File: config.mk
export PLATFORM = sky130hd
export DESIGN_NAME = router_input_requester
export DESIGN_NICKNAME = d
export VERILOG_FILES = /design/src/rtl/router_pkg.sv /design/src/rtl/router_input_requester.sv
export SDC_FILE = /design/constraint.sdc
export NUM_CORES = 1
export LEC_CHECK = 0
export ABC_CLOCK_PERIOD_IN_PS = 2630
export BUFFER_PORTS_ARGS = -buffer_cell sky130_fd_sc_hd__buf_2
export CORE_MARGIN = 1.5
export CORE_UTILIZATION = 38
export DETAILED_ROUTE_END_ITERATION = 7
export PLACE_DENSITY = 0.69
export SETUP_SLACK_MARGIN = 0.3
export SLEW_MARGIN = 40
export SYNTH_ARGS = -nofsm -noshare
export SYNTH_HDL_FRONTEND = slang
export SYNTH_SLANG_ARGS = --single-unit
File: constraint.sdc
create_clock -name clk -period 2.63 [get_ports clk]
set_input_delay 0.3945 -clock clk [delete_from_list [all_inputs] [get_ports clk]]
set_output_delay 0.3945 -clock clk [all_outputs]
set_load 0.005 [all_outputs]
File: src/rtl/router_pkg.sv
// router_pkg: shared router constants and types.
// Output port count, port id and requester FSM state encoding.
package router_pkg;

  localparam int N_PORTS = 16;
  localparam int DEST_W  = $clog2(N_PORTS);

  typedef logic [DEST_W-1:0] port_id_t;

  typedef enum logic [1:0] {
    IDLE,
    REQ,
    XFER,
    DROP
  } req_state_t;

endpackage

File: src/rtl/router_input_requester.sv
// router_input_requester: per-input initiator for output arbitration.
// Decodes header dest, requests the output arbiter, forwards the packet.
module router_input_requester #(
  parameter int N_PORTS = router_pkg::N_PORTS,
  parameter int DATA_W  = 32,
  parameter int MAX_LEN = 64
) (
  input  logic               clk,
  input  logic               reset_n,
  input  logic               in_valid,
  input  logic [DATA_W-1:0]  in_data,
  input  logic               in_sop,
  input  logic               in_eop,
  output logic               in_ready,
  output logic [N_PORTS-1:0] req,
  input  logic [N_PORTS-1:0] gnt,
  output logic               out_valid,
  output logic [DATA_W-1:0]  out_data,
  output logic               out_eop,
  input  logic               out_ready,
  output logic               busy,
  output logic               err_len,
  output logic               drop
);

  import router_pkg::*;

  localparam int PORT_W = $clog2(N_PORTS);
  localparam int LEN_W  = (MAX_LEN > 1) ? $clog2(MAX_LEN) : 1;

  localparam logic [PORT_W:0]  PORT_LIM = (PORT_W + 1)'(N_PORTS);
  localparam logic [LEN_W-1:0] LEN_LAST = LEN_W'(MAX_LEN - 1);

  req_state_t        state;
  logic [PORT_W-1:0] dest_q;
  logic [LEN_W-1:0]  len_q;
  logic [PORT_W-1:0] hdr_dest;
  logic              dest_ok;
  logic              gnt_sel;
  logic              len_last;
  logic              xfer;

  assign hdr_dest = in_data[PORT_W-1:0];
  assign dest_ok  = {1'b0, hdr_dest} < PORT_LIM;
  assign gnt_sel  = gnt[dest_q];
  assign len_last = (len_q == LEN_LAST);
  assign xfer     = in_valid & in_ready;
  assign out_data = in_data;

  // Handshake steering: flits pass through only while granted in XFER
  always_comb begin
    in_ready  = 1'b0;
    out_valid = 1'b0;
    out_eop   = 1'b0;
    unique case (state)
      IDLE: in_ready = in_valid & ~in_sop;
      REQ:  in_ready = 1'b0;
      XFER: begin
        in_ready  = out_ready & gnt_sel;
        out_valid = in_valid & gnt_sel;
        out_eop   = in_eop | len_last;
      end
      DROP: in_ready = 1'b1;
      default: in_ready = 1'b0;
    endcase
  end

  // FSM with request register, length counter and status pulses
  always_ff @(posedge clk) begin
    if (!reset_n) begin
      state   <= IDLE;
      req     <= '0;
      dest_q  <= '0;
      len_q   <= '0;
      busy    <= 1'b0;
      err_len <= 1'b0;
      drop    <= 1'b0;
    end else begin
      err_len <= 1'b0;
      drop    <= 1'b0;
      unique case (state)
        IDLE: begin
          if (in_valid & in_sop) begin
            busy <= 1'b1;
            if (dest_ok) begin
              dest_q <= hdr_dest;
              req    <= N_PORTS'(1) << hdr_dest;
              state  <= REQ;
            end else begin
              state <= DROP;
            end
          end else if (in_valid) begin
            drop <= 1'b1;
          end
        end
        REQ: begin
          if (gnt_sel) begin
            len_q <= '0;
            state <= XFER;
          end
        end
        XFER: begin
          if (xfer) begin
            len_q <= len_q + 1'b1;
            if (in_eop | len_last) begin
              state   <= IDLE;
              req     <= '0;
              busy    <= 1'b0;
              err_len <= ~in_eop;
            end
          end
        end
        DROP: begin
          if (in_valid) begin
            drop <= 1'b1;
            if (in_eop) begin
              state <= IDLE;
              busy  <= 1'b0;
            end
          end
        end
        default: begin
          state <= IDLE;
          req   <= '0;
          busy  <= 1'b0;
        end
      endcase
    end
  end

endmodule

# Yosys cells after proc, flatten, opt, wreduce, memory -nomap -nowiden
# Index checks and enable logic that the tools add are counted.
# word_totals
reg_bits	31
inputBits	54
word_cells	66
# op_classes
n_addsub	1
n_lt_le_gt_ge	1
eq_ne	10
n_shift	1
mux	28
bitwise_logic	8
reduce_logical	10
# ops
cell	count
two-way mux 16 bit	3
one-hot mux 16 bit (2 select lines)	1
<< shifter 1 x 4 -> 16 bit (first input constant)	1
two-way mux 2 bit	6
two-way mux 6 bit	2
!= test 2 bit (second input constant)	6
one-hot mux 6 bit (2 select lines)	1
AND reduction 6 bit	2
two-way mux 1 bit	10
one-hot mux 2 bit (4 select lines)	1
AND reduction 4 bit	2
adder 6 x 1 -> 6 bit (second input constant)	1
== test 6 bit (second input constant)	1
AND 1 bit	5
< comparator 4 x 5 -> 1 bit (second input constant)	1
binary-select mux 1 bit (select 4 bit)	1
== test 2 bit (second input constant)	2
one-hot mux 1 bit (4 select lines)	1
nonzero test 2 bit	2
one-hot mux 1 bit (3 select lines)	1
AND reduction 3 bit	1
nonzero test 3 bit	1
== test 2 x 1 -> 1 bit (second input constant)	1
zero test 2 bit	1
4 further kinds	5

# Longest topological paths before layout
# logic_depth
depth_word	7
mapped_depth	9
depth_no_buf	8

# Least setup slack after synthesis
# Ideal clock, no wire load.
# synth_timing
path_kind	register to register
from	reg state[0]
to	reg req[0]
setup_time_ns	0.128
arrival_ns	1.863
t_required_ns	2.502
slack_ns	0.639
stages_incl_launch_ff	10
n_path_buf	1
period_less_slack_ns	1.991
cell_sequence	dfxtp_1 > inv_1 > ha_1 > nand3_1 > o21ai_0 > a41oi_1 > a21oi_4 > buf_8 > mux2i_1 > nor2_1
# synth_between
elab_chain_cells	5
word_cells_on_any_way	12
classes_between	eq/ne (6); mux (2); bitwise (1); reduce/logical (3)
# synth_lines
element	line	text
start, declared	router_input_requester.sv:34	req_state_t state;
start signal, assigned	router_input_requester.sv:71	state <= IDLE;
start signal, assigned	router_input_requester.sv:88	state <= REQ;
start signal, assigned	router_input_requester.sv:90	state <= DROP;
== test 2 bit, or another cell as far along	router_input_requester.sv:55	unique case (state)
one-hot mux 1 bit (4 select lines)	router_input_requester.sv:55	
AND 1 bit	router_input_requester.sv:47	assign xfer = in_valid & in_ready;
!= test 2 bit (no source line)	-	
AND reduction 4 bit (no source line)	-	
end signal, assigned	router_input_requester.sv:87	req <= N_PORTS'(1) << hdr_dest;
end, declared	router_input_requester.sv:15	output logic [N_PORTS-1:0] req,
# Parallel ways exist; a longest one is shown, timed or not.
# A chain may end at the register's enable or synchronous reset.

# Worst setup path in the final report
# layout_timing
from	reg dest_q[0]
to	out out_valid
# layout_between
elab_chain_cells	4
# layout_lines
element	line	text
start, declared	router_input_requester.sv:35	logic [PORT_W-1:0] dest_q;
start signal, assigned	router_input_requester.sv:86	dest_q <= hdr_dest;
binary-select mux 1 bit (select 4 bit)	router_input_requester.sv:45	assign gnt_sel = gnt[dest_q];
two-way mux 1 bit (not written as such)	router_input_requester.sv:45	
AND 1 bit	router_input_requester.sv:60	out_valid = in_valid & gnt_sel;
two-way mux 1 bit	router_input_requester.sv:55	
end, declared	router_input_requester.sv:17	output logic out_valid,
# Every way passes these cells. The select of a mux whose other input is x is not followed.

==> results.json <==
{
  "status": "complete, no violations",
  "synth_top_family_by_area": "simple AND/OR/NAND/NOR gates",
  "worst_setup_path_end_kind": "primary output",
  "reg2reg_slack_ns": 0.46,
  "peakVddDrop_v": 0.000297,
  "hp-start": "in_eop",
  "ys_ff_latch": 31,
  "rsz0062_at_grt": "no",
  "worst_hold_path_type": "input port to flop",
  "wl_met3_microns": 293,
  "finalPower_mw": 1.73,
  "holdWs_ns": 0.350,
  "met1_length_microns": 1980,
  "yosys.area_share.adder_pct": 3.68,
  "antenna_left": 0,
  "ioPinCount": 108,
  "start_util_pct": 39.7,
  "max_freq_mhz": 440,
  "critPathRequiredTime_ns": 2.24,
  "clock_latency_ns": 0.27,
  "nets": 324,
  "cts_root_buf": "clkbuf_8",
  "finalWirelength_microns": 4220,
  "hold_depth": 2,
  "cts_max_path_buffers": 2,
  "antenna_found_initial": 0,
  "area_delta_synth_final_pct": 12.3,
  "grt_usage_pct": 14.9,
  "rows": 26,
  "yosys.area.top_type": "dfxtp_1",
  "yosys_warnings": 0,
  "critPathLaunchType": "flop",
  "grt_pass1_vias": 1531,
  "muxShareOfSynthArea_pct": 15.4,
  "io_buffers": 51,
  "r2r_start": "dest_q[0]$_SDFFE_PN0P_",
  "cts_sinks": 31,
  "gp_congestion": 0.829,
  "syn_inst": 235,
  "cap_violations": 0,
  "finalMaxSlewViolations": 0,
  "setup_violations": 0,
  "synthFlopType": "dfxtp_1",
  "h-tree-depth": 2,
  "cts_hold_buf": 0,
  "holdPathEnd": "err_len$_SDFF_PN0_",
  "yosysTopAreaCellShare_pct": 30.4,
  "via_per_inst": 4.93,
  "synthSimpleGateAreaFrac_pct": 21.2,
  "skew_ns": 0.00237,
  "p_leak_nw": 1.01,
  "grt_first_pass_wirelength_microns": 7100,
  "finalCritPeriodShare_pct": 86.4,
  "dpl.hpwl_microns": 3130,
  "synth_area_per_cell_sq_um": 8.68,
  "die_h_microns": 76.3,
  "cts_tree": "yes",
  "drt_iter0_markers": 101,
  "fp.coreArea_sq_um": 5140,
  "ys_seq_area_share_pct": 30.4,
  "netlist_area_sq_um": 2040,
  "synth.area.top_cells": "dfxtp_1 (30%), mux2i_1 (14%), buf_4 (12%)",
  "grt_max_degree": 24,
  "finalHoldViolCount": 0,
  "yosys-top-cells-count": "nor2_1 (41), buf_4 (32), dfxtp_1 (31)",
  "power_density_nw_per_um2": 755,
  "wl_per_cell_microns": 12.6,
  "syn_nets": 295,
  "routed-via-count": 1647,
  "worst_slew_pin_slew_ns": 0.679,
  "die_w_microns": 76.3,
  "slew_headroom_pct": 54.7,
  "first_pass_iters": 4,
  "drc": 0,
  "drive_gt1_share_pct": 33.0,
  "r2r_cells": 7,
  "n_fill_cell": 535,
  "tns_ns": 0,
  "synthXorXnorAreaFrac_pct": 0,
  "grt_overflow": 0,
  "layout_min_cycle_time_ns": 2.27,
  "critPathArrivalTime_ns": 1.88,
  "cp_max_fo": 7,
  "synthArstFlopShare_pct": 0,
  "synth_edf_count": 0,
  "die_area_sq_um": 5820,
  "path_class": "flop to primary output",
  "dr.max_layer_used": "met4",
  "synth_compound_area_share_pct": 13.8,
  "wl_met2_microns": 1890,
  "timing.rr.end": "len_q[4]$_SDFFE_PN0P_",
  "diodes": 0,
  "clk_pin_slew_ns": 0.06,
  "yosysMostFrequentCell": "nor2_1",
  "yosys.cell_types.count": 49,
  "cts_buffers": 5
}
registers in the layout, indices dropped and copies added (netlist names):
signal,flops
drop,1
dest_q,4
state,2
len_q,6
err_len,1
busy,1
req,16
stage by stage:
step	std cells	setup slack [ns]	utilization [%]	cell area, sq um
2_1_floorplan	235	0.639	-	2040
3_3_place_gp	320	0.385	41.3	2120
3_5_place_dp	320	0.334	41.3	2120
4_1_cts	332	0.311	43.9	2260
5_1_grt	334	0.297	44.6	2290
6_report	334	0.357	44.6	2290
critical path, cell delays in order, from the launching register on:
cell      delay [ns]
dfxtp_4         0.39
mux4_2          0.51
nand2b_4        0.16
a22o_4          0.26
and3_4          0.18
buf_6           0.11
layout make-up:
| cell class | count | area [sq um] | share of cell area [%] |
|---|---|---|---|
| clock buffer | 6 | 82.6 | 3.60 |
| clock inverter | 1 | 5.00 | 0.218 |
| inverter | 7 | 26.3 | 1.15 |
| multi-input combinational | 157 | 1120 | 48.9 |
| sequential | 31 | 626 | 27.3 |
| tap | 70 | 87.6 | 3.82 |
| timing repair buffer | 62 | 344 | 15.0 |
layer usage:
| metal | global-route usage [%] | vias to the layer above |
|---|---|---|
| met5 | 0 | - |
| met4 | 6.30 | 0 |
| met3 | 5.27 | 4 |
| met2 | 22.4 | 55 |
| met1 | 19.4 | 744 |
| li1 | - | 844 |
kinds of logic after synthesis:
| logic type | Yosys count |
|---|---|
| buffers and inverters | 47 |
| DFF | 31 |
| AOI/OAI and AO/OA | 29 |
| adders and majority gates | 6 |
| muxes | 30 |
| and+or+nand+nor | 92 |
report_power, final:
group,switching (mW),internal (mW)
clock,0.166,0.205
sequential,0.0364,0.511
combinational,0.446,0.366
total,0.648,1.08
placed cells by master, fill, tap and decap left out, drive strengths merged, types with 2 or more instances in the layout:
master and instances:
buf 62, nor2 41, dfxtp 31, mux2i 28
nand2 17, inv 7, nand3 7, ha 6
clkbuf 6, nand2b 5, nand4 4, o21ai 4
nor3 4, or3 3, a221oi 3, nor2b 2
and2 2, or2 2, o221ai 2, a41oi 2
and3 2, o2bb2ai 2, a21oi 2
how the worst max path moves through the flow:
stage                                        to              startpoint  slack, ns
after floorplan             req[0]$_SDFFE_PN0P_   state[0]$_SDFFE_PN0P_       0.64
after global placement                 in_ready  dest_q[0]$_SDFFE_PN0P_       0.39
after detailed placement  len_q[0]$_SDFFE_PN0P_  dest_q[0]$_SDFFE_PN0P_       0.33
after CTS                              in_ready  dest_q[0]$_SDFFE_PN0P_       0.31
after global routing                   in_ready  dest_q[0]$_SDFFE_PN0P_       0.30
final                                 out_valid  dest_q[0]$_SDFFE_PN0P_       0.36
repair_timing:
| action | CTS | global route |
|---|---|---|
| endpoints found under the hold margin | 0 | 0 |
| resized for setup | 3 | 4 |
| buffers inserted | 5 | 2 |
| setup endpoints to repair | 2 | 4 |
| pin swaps | 1 | 4 |
Note: power is estimated with default switching activity, not from simulation.
